--- config.mk ---
export PLATFORM = sky130hd
export DESIGN_NAME = tm1638_responder_flat
export DESIGN_NICKNAME = d
export VERILOG_FILES = /design/src/rtl/tm1638_responder_if.sv /design/src/rtl/tm1638_responder.sv /design/src/flat_wrapper.sv
export SDC_FILE = /design/constraint.sdc
export NUM_CORES = 1
export LEC_CHECK = 0
export CAP_MARGIN = 20
export CORE_MARGIN = 1.5
export CORE_UTILIZATION = 40
export CTS_BUF_LIST = sky130_fd_sc_hd__clkbuf_2
export DETAILED_ROUTE_END_ITERATION = 10
export GPL_ROUTABILITY_DRIVEN = 0
export PLACE_DENSITY = 0.56
export SYNTH_ARGS = -nofsm -noshare
export SYNTH_HDL_FRONTEND = slang
export SYNTH_SLANG_ARGS = --single-unit
export TNS_END_PERCENT = 5
--- constraint.sdc ---
create_clock -name clk -period 3.1 [get_ports clk]
set_input_delay 0.465 -clock clk [delete_from_list [all_inputs] [get_ports clk]]
set_output_delay 0.465 -clock clk [all_outputs]
set_load 0.1 [all_outputs]
--- src/rtl/tm1638_responder_if.sv ---
// tm1638_responder_if: serial LED&KEY bus between a TM1638-style master and
// the responder. The master drives clock, strobe and write data; the
// responder drives the key-read data bit and its output enable.
interface tm1638_responder_if;
    logic lk_clk;
    logic lk_stb;
    logic lk_dio_in;
    logic lk_dio_out;
    logic lk_dio_oe;

    modport master (
        output lk_clk,
        output lk_stb,
        output lk_dio_in,
        input  lk_dio_out,
        input  lk_dio_oe
    );

    modport slave (
        input  lk_clk,
        input  lk_stb,
        input  lk_dio_in,
        output lk_dio_out,
        output lk_dio_oe
    );
endinterface

--- src/rtl/tm1638_responder.sv ---
// tm1638_responder: emulates the TM1638 LED&KEY serial protocol from the
// chip side. Bytes arrive LSB first on DIO, sampled on lk_clk rising edges
// while lk_stb is low. Display commands land in a 16-byte display RAM that
// the host reads through disp_addr/disp_data.
// Optional feature: define TM1638_KEY_READ_EN to enable key read-back
// (RDATA). Without it a read data command is ignored, DIO is never driven
// and the keys input is unused.
// All bus inputs are asynchronous to clk; clk must run at least 4x lk_clk.
module tm1638_responder #(
    parameter int SYNC_STAGES = 2
) (
    input  logic                clk,
    input  logic                rst,
    tm1638_responder_if.slave   lk,
    input  logic [31:0]         keys,
    input  logic [3:0]          disp_addr,
    output logic [7:0]          disp_data,
    output logic                disp_on,
    output logic [2:0]          brightness,
    output logic                wr_strobe,
    output logic [3:0]          wr_addr,
    output logic                frame_err
);

    typedef enum logic [2:0] {
        IDLE   = 3'd0,
        CMD    = 3'd1,
        WDATA  = 3'd2,
        RDATA  = 3'd3,
        IGNORE = 3'd4
    } state_t;

    // ------------------------------------------------------------------
    // Input synchronizers and edge detection
    // ------------------------------------------------------------------
    logic [SYNC_STAGES-1:0] r_clk_sync;
    logic [SYNC_STAGES-1:0] r_stb_sync;
    logic [SYNC_STAGES-1:0] r_dio_sync;
    logic                   r_clk_prev;
    logic                   r_stb_prev;

    // Synchronizer chains are deliberately left out of reset: they only
    // track the pins, and resetting them to a fixed level could fabricate a
    // strobe edge when rst is released in the middle of a transaction.
    always_ff @(posedge clk) begin
        r_clk_sync[0] <= lk.lk_clk;
        r_stb_sync[0] <= lk.lk_stb;
        r_dio_sync[0] <= lk.lk_dio_in;
        for (int i = 1; i < SYNC_STAGES; i++) begin
            r_clk_sync[i] <= r_clk_sync[i-1];
            r_stb_sync[i] <= r_stb_sync[i-1];
            r_dio_sync[i] <= r_dio_sync[i-1];
        end
        r_clk_prev <= r_clk_sync[SYNC_STAGES-1];
        r_stb_prev <= r_stb_sync[SYNC_STAGES-1];
    end

    logic w_clk_s;
    logic w_stb_s;
    logic w_dio_s;
    logic w_clk_rise;
    logic w_clk_fall;
    logic w_stb_rise;
    logic w_stb_fall;

    assign w_clk_s    = r_clk_sync[SYNC_STAGES-1];
    assign w_stb_s    = r_stb_sync[SYNC_STAGES-1];
    assign w_dio_s    = r_dio_sync[SYNC_STAGES-1];
    assign w_clk_rise =  w_clk_s & ~r_clk_prev;
    assign w_clk_fall = ~w_clk_s &  r_clk_prev;
    assign w_stb_rise =  w_stb_s & ~r_stb_prev;
    assign w_stb_fall = ~w_stb_s &  r_stb_prev;

    // ------------------------------------------------------------------
    // Protocol state
    // ------------------------------------------------------------------
    state_t      r_state;
    logic [2:0]  r_bit_cnt;
    logic [7:0]  r_shift;
    logic [3:0]  r_addr;
    logic        r_read;
    logic        r_fixed;
    logic        r_disp_on;
    logic [2:0]  r_brightness;
    logic        r_wr_strobe;
    logic [3:0]  r_wr_addr;
    logic        r_frame_err;
    logic [7:0]  r_ram [16];
    logic [7:0]  r_disp_data;

`ifdef TM1638_KEY_READ_EN
    logic [31:0] r_keys_sr;
    logic [4:0]  r_rd_cnt;
    logic        r_dio_out;
    logic        r_dio_oe;
`endif

    // A bit is taken only on a synced clock rise with the strobe still low;
    // a strobe rise in the same cycle wins because the stb branch is first.
    logic       w_bit;
    logic       w_byte_done;
    logic [7:0] w_byte;

    assign w_bit       = w_clk_rise & ~w_stb_s;
    assign w_byte_done = w_bit & (r_bit_cnt == 3'd7);
    assign w_byte      = {w_dio_s, r_shift[7:1]};

    // Main FSM: byte assembly, command decode, RAM writes and key read-out
    always_ff @(posedge clk) begin
        if (rst) begin
            r_state      <= IDLE;
            r_bit_cnt    <= 3'd0;
            r_shift      <= 8'd0;
            r_addr       <= 4'd0;
            r_read       <= 1'b0;
            r_fixed      <= 1'b0;
            r_disp_on    <= 1'b0;
            r_brightness <= 3'd0;
            r_wr_strobe  <= 1'b0;
            r_wr_addr    <= 4'd0;
            r_frame_err  <= 1'b0;
            for (int i = 0; i < 16; i++) begin
                r_ram[i] <= 8'd0;
            end
`ifdef TM1638_KEY_READ_EN
            r_keys_sr    <= 32'd0;
            r_rd_cnt     <= 5'd0;
            r_dio_out    <= 1'b0;
            r_dio_oe     <= 1'b0;
`endif
        end else begin
            r_wr_strobe <= 1'b0;
            r_frame_err <= 1'b0;

            if (w_stb_rise) begin
                // End of transaction; a partly shifted byte is a framing error
                if ((r_state == CMD || r_state == WDATA) && r_bit_cnt != 3'd0)
                    r_frame_err <= 1'b1;
                r_state <= IDLE;
`ifdef TM1638_KEY_READ_EN
                r_dio_oe <= 1'b0;
`endif
            end else if (r_state == IDLE) begin
                if (w_stb_fall) begin
                    r_state   <= CMD;
                    r_bit_cnt <= 3'd0;
                end
            end else begin
                if (w_bit) begin
                    r_bit_cnt <= r_bit_cnt + 3'd1;
                    r_shift   <= w_byte;
                end

                case (r_state)
                    CMD: begin
                        if (w_byte_done) begin
                            case (w_byte[7:6])
                                2'b01: begin
                                    r_read  <= w_byte[1];
                                    r_fixed <= w_byte[2];
`ifdef TM1638_KEY_READ_EN
                                    if (w_byte[1]) begin
                                        r_state   <= RDATA;
                                        r_keys_sr <= keys;
                                        r_rd_cnt  <= 5'd0;
                                        r_dio_oe  <= 1'b1;
                                    end else begin
                                        r_state <= IGNORE;
                                    end
`else
                                    r_state <= IGNORE;
`endif
                                end
                                2'b10: begin
                                    r_disp_on    <= w_byte[3];
                                    r_brightness <= w_byte[2:0];
                                    r_state      <= IGNORE;
                                end
                                2'b11: begin
                                    r_addr  <= w_byte[3:0];
                                    r_state <= WDATA;
                                end
                                default: r_state <= IGNORE;
                            endcase
                        end
                    end

                    WDATA: begin
                        if (w_byte_done) begin
                            r_ram[r_addr] <= w_byte;
                            r_wr_strobe   <= 1'b1;
                            r_wr_addr     <= r_addr;
                            if (!r_fixed)
                                r_addr <= r_addr + 4'd1;
                        end
                    end

`ifdef TM1638_KEY_READ_EN
                    RDATA: begin
                        // Master samples on rising edges, so the next bit is
                        // put out on each falling edge
                        if (w_clk_fall && !w_stb_s) begin
                            r_dio_out <= r_keys_sr[0];
                            r_keys_sr <= {1'b0, r_keys_sr[31:1]};
                        end
                        if (w_bit) begin
                            if (r_rd_cnt == 5'd31) begin
                                r_state  <= IGNORE;
                                r_dio_oe <= 1'b0;
                            end else begin
                                r_rd_cnt <= r_rd_cnt + 5'd1;
                            end
                        end
                    end
`endif

                    default: ;
                endcase
            end
        end
    end

    // Registered display RAM read port; a same-cycle write shows next cycle
    always_ff @(posedge clk) begin
        if (rst)
            r_disp_data <= 8'd0;
        else
            r_disp_data <= r_ram[disp_addr];
    end

    assign disp_data  = r_disp_data;
    assign disp_on    = r_disp_on;
    assign brightness = r_brightness;
    assign wr_strobe  = r_wr_strobe;
    assign wr_addr    = r_wr_addr;
    assign frame_err  = r_frame_err;

`ifdef TM1638_KEY_READ_EN
    assign lk.lk_dio_out = r_dio_out;
    assign lk.lk_dio_oe  = r_dio_oe;

    // Read mode is kept as protocol state only; routing uses the command bit
    logic w_unused;
    assign w_unused = r_read;
`else
    assign lk.lk_dio_out = 1'b0;
    assign lk.lk_dio_oe  = 1'b0;

    logic w_unused;
    assign w_unused = ^{r_read, keys, w_clk_fall};
`endif

endmodule

--- src/flat_wrapper.sv ---
// flat-port wrapper written by rule: the top's interface ports become plain ports
module tm1638_responder_flat 
#(
    parameter int SYNC_STAGES = 2
)
  (clk, rst, keys, disp_addr, disp_data, disp_on, brightness, wr_strobe, wr_addr, frame_err, lk_lk_clk, lk_lk_stb, lk_lk_dio_in, lk_lk_dio_out, lk_lk_dio_oe);
  tm1638_responder_if lk_i ();
  input  logic clk;
  input  logic rst;
  input  logic [31:0] keys;
  input  logic [3:0] disp_addr;
  output logic [7:0] disp_data;
  output logic disp_on;
  output logic [2:0] brightness;
  output logic wr_strobe;
  output logic [3:0] wr_addr;
  output logic frame_err;
  input wire logic [$bits(lk_i.lk_clk)-1:0] lk_lk_clk;
  input wire logic [$bits(lk_i.lk_stb)-1:0] lk_lk_stb;
  input wire logic [$bits(lk_i.lk_dio_in)-1:0] lk_lk_dio_in;
  output wire logic [$bits(lk_i.lk_dio_out)-1:0] lk_lk_dio_out;
  output wire logic [$bits(lk_i.lk_dio_oe)-1:0] lk_lk_dio_oe;
  assign lk_i.lk_clk = lk_lk_clk;
  assign lk_i.lk_stb = lk_lk_stb;
  assign lk_i.lk_dio_in = lk_lk_dio_in;
  assign lk_lk_dio_out = lk_i.lk_dio_out;
  assign lk_lk_dio_oe = lk_i.lk_dio_oe;
  tm1638_responder #(.SYNC_STAGES(SYNC_STAGES)) u_core (.clk(clk), .rst(rst), .lk(lk_i), .keys(keys), .disp_addr(disp_addr), .disp_data(disp_data), .disp_on(disp_on), .brightness(brightness), .wr_strobe(wr_strobe), .wr_addr(wr_addr), .frame_err(frame_err));
endmodule
==> flow_summary.ini <==
[global_routing]
overflow = 0
antenna_found_initial = 1
grt_pass1_wl_um = 26400
grt_start_max_net_pins = 41
grt.total_usage_pct = 17.9
grt_pass1_vias = 4564

[logic_synthesis]
yosys-top-cells-area = edfxtp_1 49%, dfxtp_1 11%, and2_1 10%
ys_async_sr_fraction_pct = 0
synth_top_area_share_pct = 49.3
muxShareOfSynthArea_pct = 11.2
synthSimpleGateAreaFrac_pct = 20.4
synth_compound_area_share_pct = 3.58
synth_area_leader_cell = edfxtp_1
synth_enable_flop_cells = 128
synth_flop_cell = edfxtp_1
netlist_instances = 580
ys_ff_latch = 172
yosysSeqAreaShare_pct = 60.6
synth_area_per_cell_um2 = 13.4
synth_top_family_by_area = simple AND/OR/NAND/NOR gates
synth-xor-area-share_pct = 0.112
synthAdderAreaFrac_pct = 1.12
syn_area_um2 = 7790
synth_cell_types = 44
yosysWarnings = 0

[finish]
fillCellCount = 1741
drive_gt1_share_pct = 18.9
final_common_cell = and2_1
fin_area_um2 = 8590
syn_to_final_growth_pct = 10.2
nets = 654
final_cell_mix = 130 x and2_1, 128 x edfxtp_1, 44 x dfxtp_1
fin_util_pct = 45.4

[detailed_routing]
drt-total-wl_um = 17000
drc = 0
vias = 4589
ant_nets = 0
first_pass_iters = 4
vias_per_cell = 5.21
routedWlPerCell_um = 19.3
drt-initial-drc-count = 314

[timing]
grt_setup_unrepaired = no
post-route-period-util_pct = 87.9
worstMarginPinSlew_ns = 1.00
drv_slew = 0
final.setup.worst_slack_ns = 0.377
setup_viol = 0
fmax_mhz = 367
finalCriticalPeriod_ns = 2.72
fin_worst_skew_ns = 0.0336
setup_tns_ns = 0
report.final.hold_viol_count = 0
slew_headroom_pct = 33.2

[power_and_ir_drop]
ir_worst_vdd_uv = 254
finalPower_uw = 4150
power_density_nw_per_um2 = 483
leakage_uw = 0.00317

[run_status]
status = finished clean

[place]
detailed_place_hpwl_um = 11300
place.port_buffers = 26
place_area_um2 = 8340
dpl_worst_slack_ns = 0.356

[worst_setup_path]
worst_path_most_repeated_cell = ha_1
r2r_setup_slack_ns = 0.38
worstRegToRegCells = 7
crit_family = simple AND/OR/NAND/NOR gates
crit_path_cell_trace = ha_1, ha_1, and4bb_2, nand4b_4, buf_4, nor3_4, or2_1
required_ns = 3.54
critPathKind = register to register
critPathBufInv = 1
crit_arrival_ns = 3.16
crit_path_max_fanout = 10
end_kind = register
max_stage_delay_ns = 0.42
slowest_stage = dfxtp_1
reg2reg_from = u_core.r_bit_cnt[0]
rr_endpoint = u_core.r_ram[12][4]
cp-start-kind = register

[cts]
cts_resized = 0
cts_made_buffers = 17
cts_root_buffer = clkbuf_2
cts_tree = yes
htreeDepth = 4
cts_buffer_depth = 2
clk_pin_slew_ns = 0.22
post-cts-setup-buffers = 0
cts_hold_buffers = 0
clock_sinks = 172
clock_latency_ns = 0.75

[hold_path]
hp-start = lk_lk_stb
min_to = u_core.r_stb_sync[0]
hold_path.class = input pin to register
holdPathStages = 1

[floorplanning]
start_util_pct = 41.2
core_um2 = 18900
row_count = 50
ios = 61
die_h_um = 143
die_area_um2 = 20300
chipWidth_um = 143

[job]
maxCapViolCount = 0
-- sequential cells by signal, indices dropped and copies added, names as in the netlist --
register / cells
u_core.r_ram: 128
u_core.r_stb_sync: 2
u_core.r_clk_sync: 2
u_core.r_state: 3
u_core.wr_strobe: 1
u_core.disp_on: 1
u_core.wr_addr: 4
u_core.r_bit_cnt: 3
u_core.r_shift: 7
u_core.r_fixed: 1
u_core.r_stb_prev: 1
u_core.frame_err: 1
u_core.r_dio_sync: 2
u_core.r_clk_prev: 1
u_core.r_addr: 4
u_core.brightness: 3
u_core.disp_data: 8
-- Yosys cell counts, types with 8 or more instances --
library cell / instances
a22oi_1: 8
and2_1: 130
clkbuf_1: 32
dfxtp_1: 44
edfxtp_1: 128
inv_1: 12
mux2i_1: 38
mux4_2: 22
nand2_1: 16
nand3_1: 12
nor2_1: 26
nor3_4: 9
o211ai_1: 8
or2_1: 9
-- power breakdown --
group          internal (uW)  switching (uW)
logic                    114             249
registers               2550            27.3
clock network            447             755
total                   3120            1030
-- how the worst max path moves through the flow --
| stage | start | endpoint | slack (ns) | cells after the start |
|---|---|---|---|---|
| final | u_core.r_bit_cnt[0] | u_core.r_ram[12][4] | 0.38 | 7 |
| after CTS | u_core.r_bit_cnt[0] | u_core.r_ram[13][6] | 0.31 | 7 |
| after global placement | rst | u_core.r_ram[13][4] | 0.40 | 6 |
| after global routing | u_core.r_bit_cnt[1] | u_core.r_ram[14][0] | 0.17 | 7 |
| after floorplan | u_core.r_bit_cnt[0] | u_core.r_ram[4][0] | 0.84 | 7 |
| after detailed placement | u_core.r_bit_cnt[0] | u_core.r_ram[13][7] | 0.36 | 7 |
-- worst register-to-register path: stages (launching register included) --
cell	delay (ns)
dfxtp_1	0.42
ha_1	0.17
ha_1	0.23
and4bb_2	0.35
nand4b_4	0.28
buf_4	0.32
nor3_4	0.29
or2_1	0.36
-- stage by stage --
stage / hold WS, ns / instances
final: 0.130 / 880
after global routing: 0.0222 / 880
after CTS: 0.0503 / 879
after detailed placement: 0.313 / 847
after global placement: 0.314 / 847
after floorplan: 0.310 / 581
-- cell families after synthesis --
| kind of cell | count (synthesis) |
|---|---|
| simple gates | 247 |
| flops | 172 |
| mux | 60 |
| buf+inv | 53 |
| compound gates | 39 |
| fa+ha+maj | 7 |
| other cells | 1 |
| xor+xnor | 1 |
-- layer usage --
layer	global-route usage (%)	up-vias	part of all wire [%]
li1	-	2138	-
met1	23.7	2323	45
met2	29.6	102	49
met3	3.30	26	4.1
met4	6.40	0	2.1
met5	0	-	0
-- area by class of cell --
class	count	area, um^2	area share (%)
repair buffers	47	393	4.58
inverters	12	45.0	0.525
well taps	260	325	3.79
flip-flops and latches	172	4720	55.0
diodes	1	2.50	0.0291
clock inverters	13	149	1.73
multi-input cells	356	2850	33.2
clock buffers	19	95.1	1.11
No activity file was read; power rests on OpenSTA's default activity.
